File: src/rtl/user_input_irq_ctrl.sv
// Debounced key/switch event capture with a masked level interrupt, exposed as an Avalon-MM slave.
// Keys are active-low and raise events only on press; switches raise events on both edges.
module user_input_irq_ctrl #(
   parameter int DEBOUNCE_CYCLES = 500000,
   parameter int CNT_W           = 19
) (
   input  logic        clk_clk,
   input  logic        reset_reset_n,
   input  logic [1:0]  avs_address,
   input  logic        avs_read,
   output logic [31:0] avs_readdata,
   input  logic        avs_write,
   input  logic [31:0] avs_writedata,
   input  logic [3:0]  user_input_keys,
   input  logic [3:0]  user_input_switches,
   output logic        irq
);

   localparam logic [7:0]       IN_RST    = 8'h0F;
   localparam logic [CNT_W-1:0] DB_LAST   = CNT_W'(DEBOUNCE_CYCLES - 1);
   localparam logic [CNT_W-1:0] ARM_LAST  = CNT_W'(DEBOUNCE_CYCLES + 2);
   localparam logic [1:0]       ADDR_DATA = 2'd0;
   localparam logic [1:0]       ADDR_MASK = 2'd1;
   localparam logic [1:0]       ADDR_EDGE = 2'd2;
   localparam logic [1:0]       ADDR_CNT  = 2'd3;

   logic [7:0]            in_s;
   logic [7:0]            sync1_q, sync2_q;
   logic [7:0]            stable_q, stable_d;
   logic [7:0][CNT_W-1:0] cnt_q, cnt_d;
   logic [7:0]            ev_s;
   logic                  armed_q, armed_d;
   logic [CNT_W-1:0]      start_q, start_d;
   logic [7:0]            mask_q, mask_d;
   logic [7:0]            edge_q, edge_d;
   logic [7:0]            clr_s;
   logic                  cnt_clr_s;
   logic [15:0]           evcnt_q, evcnt_d;
   logic [31:0]           rdata_q, rdata_d;
   logic                  irq_q, irq_d;
   logic                  unused_s;

   assign in_s         = {user_input_switches, user_input_keys};
   assign avs_readdata = rdata_q;
   assign irq          = irq_q;
   assign unused_s     = ^avs_writedata[31:8];

   // Startup hold-off: stable tracks the pads until the counter has run out once.
   always_comb begin
      armed_d = armed_q;
      start_d = start_q;
      if (!armed_q) begin
         if (start_q == ARM_LAST) begin
            armed_d = 1'b1;
         end else begin
            start_d = start_q + CNT_W'(1);
         end
      end else begin
         start_d = start_q;
      end
   end

   // Per-bit debounce; an event is qualified at the moment stable takes the new value.
   always_comb begin
      stable_d = stable_q;
      cnt_d    = cnt_q;
      ev_s     = 8'h00;
      if (!armed_q) begin
         stable_d = sync2_q;
         cnt_d    = '0;
      end else begin
         for (int i = 0; i < 8; i++) begin
            if (sync2_q[i] == stable_q[i]) begin
               cnt_d[i] = '0;
            end else if (cnt_q[i] == DB_LAST) begin
               stable_d[i] = sync2_q[i];
               cnt_d[i]    = '0;
               ev_s[i]     = (i >= 4) ? 1'b1 : ~sync2_q[i];
            end else begin
               cnt_d[i] = cnt_q[i] + CNT_W'(1);
            end
         end
      end
   end

   // Register file next state; set beats W1C clear, and an event beats a count clear.
   always_comb begin
      clr_s     = (avs_write && (avs_address == ADDR_EDGE)) ? avs_writedata[7:0] : 8'h00;
      cnt_clr_s = avs_write && (avs_address == ADDR_CNT);
      edge_d    = (edge_q & ~clr_s) | ev_s;
      mask_d    = (avs_write && (avs_address == ADDR_MASK)) ? avs_writedata[7:0] : mask_q;
      irq_d     = |(edge_q & mask_q);
      if (|ev_s) begin
         if (cnt_clr_s) begin
            evcnt_d = 16'd1;
         end else if (evcnt_q == 16'hFFFF) begin
            evcnt_d = evcnt_q;
         end else begin
            evcnt_d = evcnt_q + 16'd1;
         end
      end else if (cnt_clr_s) begin
         evcnt_d = 16'd0;
      end else begin
         evcnt_d = evcnt_q;
      end
      rdata_d = rdata_q;
      if (avs_read) begin
         case (avs_address)
            ADDR_DATA: rdata_d = {24'd0, stable_q};
            ADDR_MASK: rdata_d = {24'd0, mask_q};
            ADDR_EDGE: rdata_d = {24'd0, edge_q};
            ADDR_CNT:  rdata_d = {16'd0, evcnt_q};
            default:   rdata_d = 32'd0;
         endcase
      end else begin
         rdata_d = rdata_q;
      end
   end

   // State registers.
   always_ff @(posedge clk_clk or negedge reset_reset_n) begin
      if (!reset_reset_n) begin
         sync1_q  <= IN_RST;
         sync2_q  <= IN_RST;
         stable_q <= IN_RST;
         cnt_q    <= '0;
         armed_q  <= 1'b0;
         start_q  <= '0;
         mask_q   <= 8'h00;
         edge_q   <= 8'h00;
         evcnt_q  <= 16'd0;
         rdata_q  <= 32'd0;
         irq_q    <= 1'b0;
      end else begin
         sync1_q  <= in_s;
         sync2_q  <= sync1_q;
         stable_q <= stable_d;
         cnt_q    <= cnt_d;
         armed_q  <= armed_d;
         start_q  <= start_d;
         mask_q   <= mask_d;
         edge_q   <= edge_d;
         evcnt_q  <= evcnt_d;
         rdata_q  <= rdata_d;
         irq_q    <= irq_d;
      end
   end

endmodule

File: config.mk
export PLATFORM = sky130hd
export DESIGN_NAME = user_input_irq_ctrl
export DESIGN_NICKNAME = d
export VERILOG_FILES = /design/src/rtl/user_input_irq_ctrl.sv
export SDC_FILE = /design/constraint.sdc
export NUM_CORES = 1
export LEC_CHECK = 0
export BUFFER_PORTS_ARGS = -buffer_cell sky130_fd_sc_hd__buf_2
export CORE_MARGIN = 2
export CORE_UTILIZATION = 40
export CTS_BUF_LIST = sky130_fd_sc_hd__clkbuf_2 sky130_fd_sc_hd__clkbuf_4 sky130_fd_sc_hd__clkbuf_8
export CTS_CLUSTER_SIZE = 24
export DETAILED_ROUTE_END_ITERATION = 10
export PLACE_DENSITY = 0.64
export SKIP_CTS_REPAIR_TIMING = 1
export SLEW_MARGIN = 10
export SYNTH_ARGS = -nofsm -noshare
export SYNTH_HDL_FRONTEND = slang
export SYNTH_SLANG_ARGS = --single-unit
File: constraint.sdc
create_clock -name clk_clk -period 2.4 [get_ports clk_clk]
set_input_delay 0.24 -clock clk_clk [delete_from_list [all_inputs] [get_ports clk_clk]]
set_output_delay 0.24 -clock clk_clk [all_outputs]
set_load 0.1 [all_outputs]
# --- Word-level counts from Yosys, hierarchy flattened ---
# Index checks and enable logic that the tools add are counted.
# W data, S select, Z words.
word_totals:
  regBits: 261
  inputBits: 46
  output_inout_bits: 33
op_classes:
  addsub: 10
  eq_ne: 38
  mux: 59
  bitwise_logic: 10
  n_reduce_logical: 17
ops:
  columns: ["cell", "count"]
  rows:
  - ["$mux W19", 16]
  - ["$add A19 B1 Y19 const B", 9]
  - ["$eq A19 B19 Y1 const B", 9]
  - ["$mux W152", 1]
  - ["$pmux W32 S4", 1]
  - ["$mux W16", 4]
  - ["$mux W1", 34]
  - ["$mux W8", 3]
  - ["$reduce_and A2 Y1", 10]
  - ["$ne A2 B2 Y1 const B", 9]
  - ["$add A16 B1 Y16 const B", 1]
  - ["$and A8 B8 Y8", 2]
  - ["$eq A16 B16 Y1 const B", 1]
  - ["$ne A2 B1 Y1 const B", 8]
  - ["$reduce_or A8 Y1", 2]
  - ["$eq A1 B1 Y1", 8]
  - ["$not A8 Y8", 1]
  - ["$or A8 B8 Y8", 1]
  - ["$not A1 Y1", 6]
  - ["$eq A2 B2 Y1 const B", 2]
  - ["$logic_and A1 B1 Y1", 3]
  - ["$eq A2 B1 Y1 const B", 1]
  - ["$logic_not A2 Y1", 1]
  - ["$reduce_bool A2 Y1", 1]

# --- Depth between registers and ports, before layout ---
depth:
  ltp_word: 7
  ltp_mapped: 10

# --- Worst setup path before layout ---
# No wires, ideal clock.
synth_path:
  path_type: "reg-to-reg"
  startpoint: "reg cnt_q[38] (netlist name)"
  endpoint: "reg evcnt_q[10]"
  arrival_ns: 2.386
  required_time_ns: 2.322
  path_slack_ns: -0.065
  stages_incl_launch_ff: 11
  n_path_buf: 2
  path_cell_list: "dfrtp_1 ha_1 and4_1 clkbuf_1 and4_1 and3_1 or3_1 o21ai_4 clkbuf_1 o21ai_0 a21oi_1"
synth_between:
  elab_chain_len: 7
  word_cells_on_any_way: 8
  classes_between: "eq/ne (1); mux (4); reduce/logical (3)"
synth_lines:
  columns: ["item", "line", "text"]
  rows:
  - ["start: declaration", "30", "logic [7:0][CNT_W-1:0] cnt_q, cnt_d;"]
  - ["start signal: assignment", "138", "cnt_q <= cnt_d;"]
  - ["$eq A19 B19 Y1 *", "75", "end else if (cnt_q[i] == DB_LAST) begin"]
  - ["$mux W1 *", "75", null]
  - ["$mux W1 *", "73", "if (sync2_q[i] == stable_q[i]) begin"]
  - ["$mux W8 *", "68", "if (!armed_q) begin"]
  - ["$reduce_or A8 Y1 *", "93", "if (|ev_s) begin"]
  - ["$reduce_bool A2 Y1 (no source line)", null, null]
  - ["$reduce_and A2 Y1 (no source line)", null, null]
  - ["end signal: assignment", "143", "evcnt_q <= evcnt_d;"]
  - ["end: declaration", "38", "logic [15:0] evcnt_q, evcnt_d;"]
# Mark *: on every way between the ends. The rest lies on a longest branch, timed or not.
# A chain may end at the register's enable or synchronous reset.

# --- Final worst setup path ---
layout_path:
  startpoint: "reg cnt_q[121] (netlist name)"
  endpoint: "reg evcnt_q[10]"
# The elaborated chain is that of the path after synthesis.

==> impl_metrics.toml <==
[status]
outcome = "finished, violations left"
violations = "setup timing"

[critical_path]
crit_path_max_incr_delay_ns = 0.56
path_cells = "or4_4 -> or4_4 -> nor2_4 -> or4bb_4 -> o21ai_4 -> or3_4 -> a21oi_2"
cp.arrival_ns = 2.85
required_ns = 2.85
path_buf_inv = 0
cpMostUsedCell = "or4_4"
crit_type = "reg -> reg"
cp_slowest_cell = "or4_4"
startpoint_type = "flip-flop"
crit_family = "simple AND/OR/NAND/NOR gates"
cp_num_cells = 7
reg2reg_depth = 7
crit_fanout = 6
crit_path_end_kind = "flip-flop"

[finish]
syn_to_final_growth_pct = 20.12
antenna_cells = 0
final_nets = 1338
finalInstanceArea_um2 = 13830
layout-drive-gt1-share = 0.2043

[min_path]
hold_depth = 4
hold_class = "in -> reg"

[sta]
fmax_mhz = 415.5
finalHoldViolCount = 0
worst_slew_pin_slew_ns = 0.6197
drv_slew = 0
setup_viol = 1
finClkSkew_ns = 0.01814
setup_ws_ns = -0.006491
fin_crit_sh = 1.003
final.min_clock_period_ns = 2.406
rsz0062_at_grt = "true"
slew_headroom = 0.5853

[pwr]
pwr-share-seq = 0.485
comb_power_share = 0.066
clock_power_share = 0.450
leakagePower_nw = 5.925
total_power_mw = 8.818
netSwitchingFraction = 0.2451
p_int_mw = 6.657
power_density_nw_per_um2 = 637.4
max-vdd-ir-drop_uv = 278.4
p_switching_mw = 2.161

[drt]
drt-total-wl_mm = 23.14
wl_per_cell_um = 13.64
ant_nets = 0
dr.first_iter.drc_count = 489
drcViolationCount = 0
vias = 8390
drt-pass1-iter-count = 4
vias_per_cell = 4.947

[placed_design]
dp_hpwl_mm = 15.60
numPortBuffers = 38
gp_congestion = 0.7684
placed_area_um2 = 12600

[grt]
gr-total-overflow = 0
grt_start_max_net_pins = 88
grt_pass1_wl_mm = 39.46
grt_pass1_vias = 8226
antenna_found_initial = 0
grtUsageTotal = 0.1554

[die]
die_y_um = 173.7
io_pins = 79
core.rowCount = 62
die_area_um2 = 30160
design.core.area_um2 = 28550
die_width_um = 173.7
start_util = 0.4034

[cts]
clock_sinks = 245
clk_pin_slew_ns = 0.06
cts_buffers = 43
clockRootBuffer = "clkbuf_8"
htree_levels = 2
cts_tree = "done"
clockBufferDepth = 3
clkLatencyLatePin_ns = 0.54

[synthesis]
async_reset_ff_frac = 1.000
post_synth_num_cell_types = 53
synth_top_area_share = 0.5063
yosys_warnings = 0
yosys.area.top_type = "dfrtp_1"
syn-cell-area_um2 = 11520
synthFlopType = "dfrtp_1"
avgSynthCellArea_um2 = 10.15
synth_area_leaders = "dfrtp_1 51%, xor2_1 7.0%, nor2_1 6.0%"
ys_seq_area_frac = 0.5337
ys_ff_latch = 245
synth_edf_count = 0
syn_inst = 1135

[job]
cap_viol_max_count = 0
==> per-layer routing <==
layer  share of wire  wire [um]  up-vias  track usage
met1            0.47      10800     4111       0.2101
met5               0          0        -            0
met3           0.037        857       46      0.02807
li1                -          -     4120            -
met4           0.022        508        0      0.04657
met2            0.47      10970      113       0.2565
==> worst min-delay path: stages <==
cell	delay, ns
buf_2	0.14
nand2_1	0.06
nand2_1	0.05
nand2_1	0.05
==> area by class of cell <==
cell class	count	area (um^2)
clock inverters	3	17.52
flip-flops and latches	245	6146
well taps	384	480.5
inverters	31	116.4
repair buffers	129	964.7
multi-input cells	831	5223
clock buffers	73	885.9
fillers	2682	14710
==> power groups by stage <==
| stage | clock, mW | sequential, mW | combinational, mW |
|---|---|---|---|
| floorplan | 0 | 4.50 | 0.242 |
| CTS | 4.10 | 4.27 | 0.568 |
| finish | 3.96 | 4.27 | 0.579 |
| detailed placement | 0 | 4.35 | 0.567 |
| global route | 4.29 | 4.28 | 0.618 |
| global placement | 0 | 4.34 | 0.563 |
==> stage by stage <==
stage | std cells | TNS (ns) | utilization | hold slack [ns] | setup slack, ns
2_1_floorplan | 1150 | 0 | - | -0.05559 | 0.01642
3_3_place_gp | 1600 | -0.01301 | 0.4415 | 0.1801 | -0.006829
3_5_place_dp | 1600 | -0.2297 | 0.4415 | 0.1811 | -0.03609
4_1_cts | 1676 | -0.5001 | 0.4731 | -0.3880 | -0.06258
5_1_grt | 1696 | -0.6558 | 0.4846 | 0.03726 | -0.07936
6_report | 1696 | -0.006491 | 0.4846 | 0.04115 | -0.006491
==> state kept, by name (all words and copies together), names as in the netlist <==
| register | count |
|---|---|
| edge_q | 8 |
| avs_readdata | 16 |
| sync2_q | 8 |
| armed_q | 1 |
| start_q | 19 |
| irq | 1 |
| cnt_q | 152 |
| mask_q | 8 |
| evcnt_q | 16 |
| sync1_q | 8 |
| stable_q | 8 |
==> cell usage after synthesis (2+ instances only) <==
cell and n:
dfrtp_1 233, nor2_1 185, nand2_1 121, xor2_1 92
nand3_1 73, xnor2_1 60, and3_1 40, nand4_1 32
inv_1 31, mux2_2 24, o21ai_0 24, clkbuf_1 23
a21oi_1 21, or3_1 19, buf_4 16, nor3_1 13
dfstp_2 12, ha_1 11, mux4_2 8, nand4b_1 8
o22ai_1 8, and4_1 7, nand2b_1 7, nor4_1 7
nor4b_1 6, or4_1 5, a21o_1 4, a22oi_1 4
and2_1 4, buf_1 4, nor4bb_1 4, mux2i_1 3
or2_2 3, a41oi_1 2, nand3b_1 2, or4b_2 2
==> placed cells by master (no fill, tap or decap), drive strengths merged, types with 7 or more instances in the layout <==
cell and count:
nor2 186, or3 19, a21oi 21, nor4 7
inv 31, mux4 8, dlygate4sd3 16, clkbuf 73
nand2b 7, ha 11, dfstp 12, nand4 32
nand4b 8, nand2 121, o22ai 8, and3 40
xnor2 60, nand3 73, xor2 92, conb 16
mux2 24, buf 113, o21ai 26, nor3 13
and4 7, dfrtp 233
==> cells by family after synthesis <==
group                    after synthesis  synth area share
AO/OA/AOI/OAI                         69           0.03564
XOR/XNOR                             152            0.1156
adder cells (fa/ha/maj)               11           0.01195
buffers and inverters                 75           0.03031
flip-flops                           245            0.5337
multiplexers                          35           0.04172
other                                  1         0.0003256
AND/OR/NAND/NOR                      547            0.2308
==> final timing paths <==
kind | to | startpoint | slack [ns]
setup / recovery | evcnt_q[10] | cnt_q[121] | -0.006
hold / removal | edge_q[4] | avs_writedata[4] | 0.04
setup reg to reg | evcnt_q[10] | cnt_q[121] | -0.006
hold reg to reg | sync2_q[7] | sync1_q[7] | 0.35
max in group asynchronous | sync1_q[3] | reset_reset_n | 1.37
min in group asynchronous | cnt_q[31] | reset_reset_n | 0.21
(Power assumes the default switching activity.)
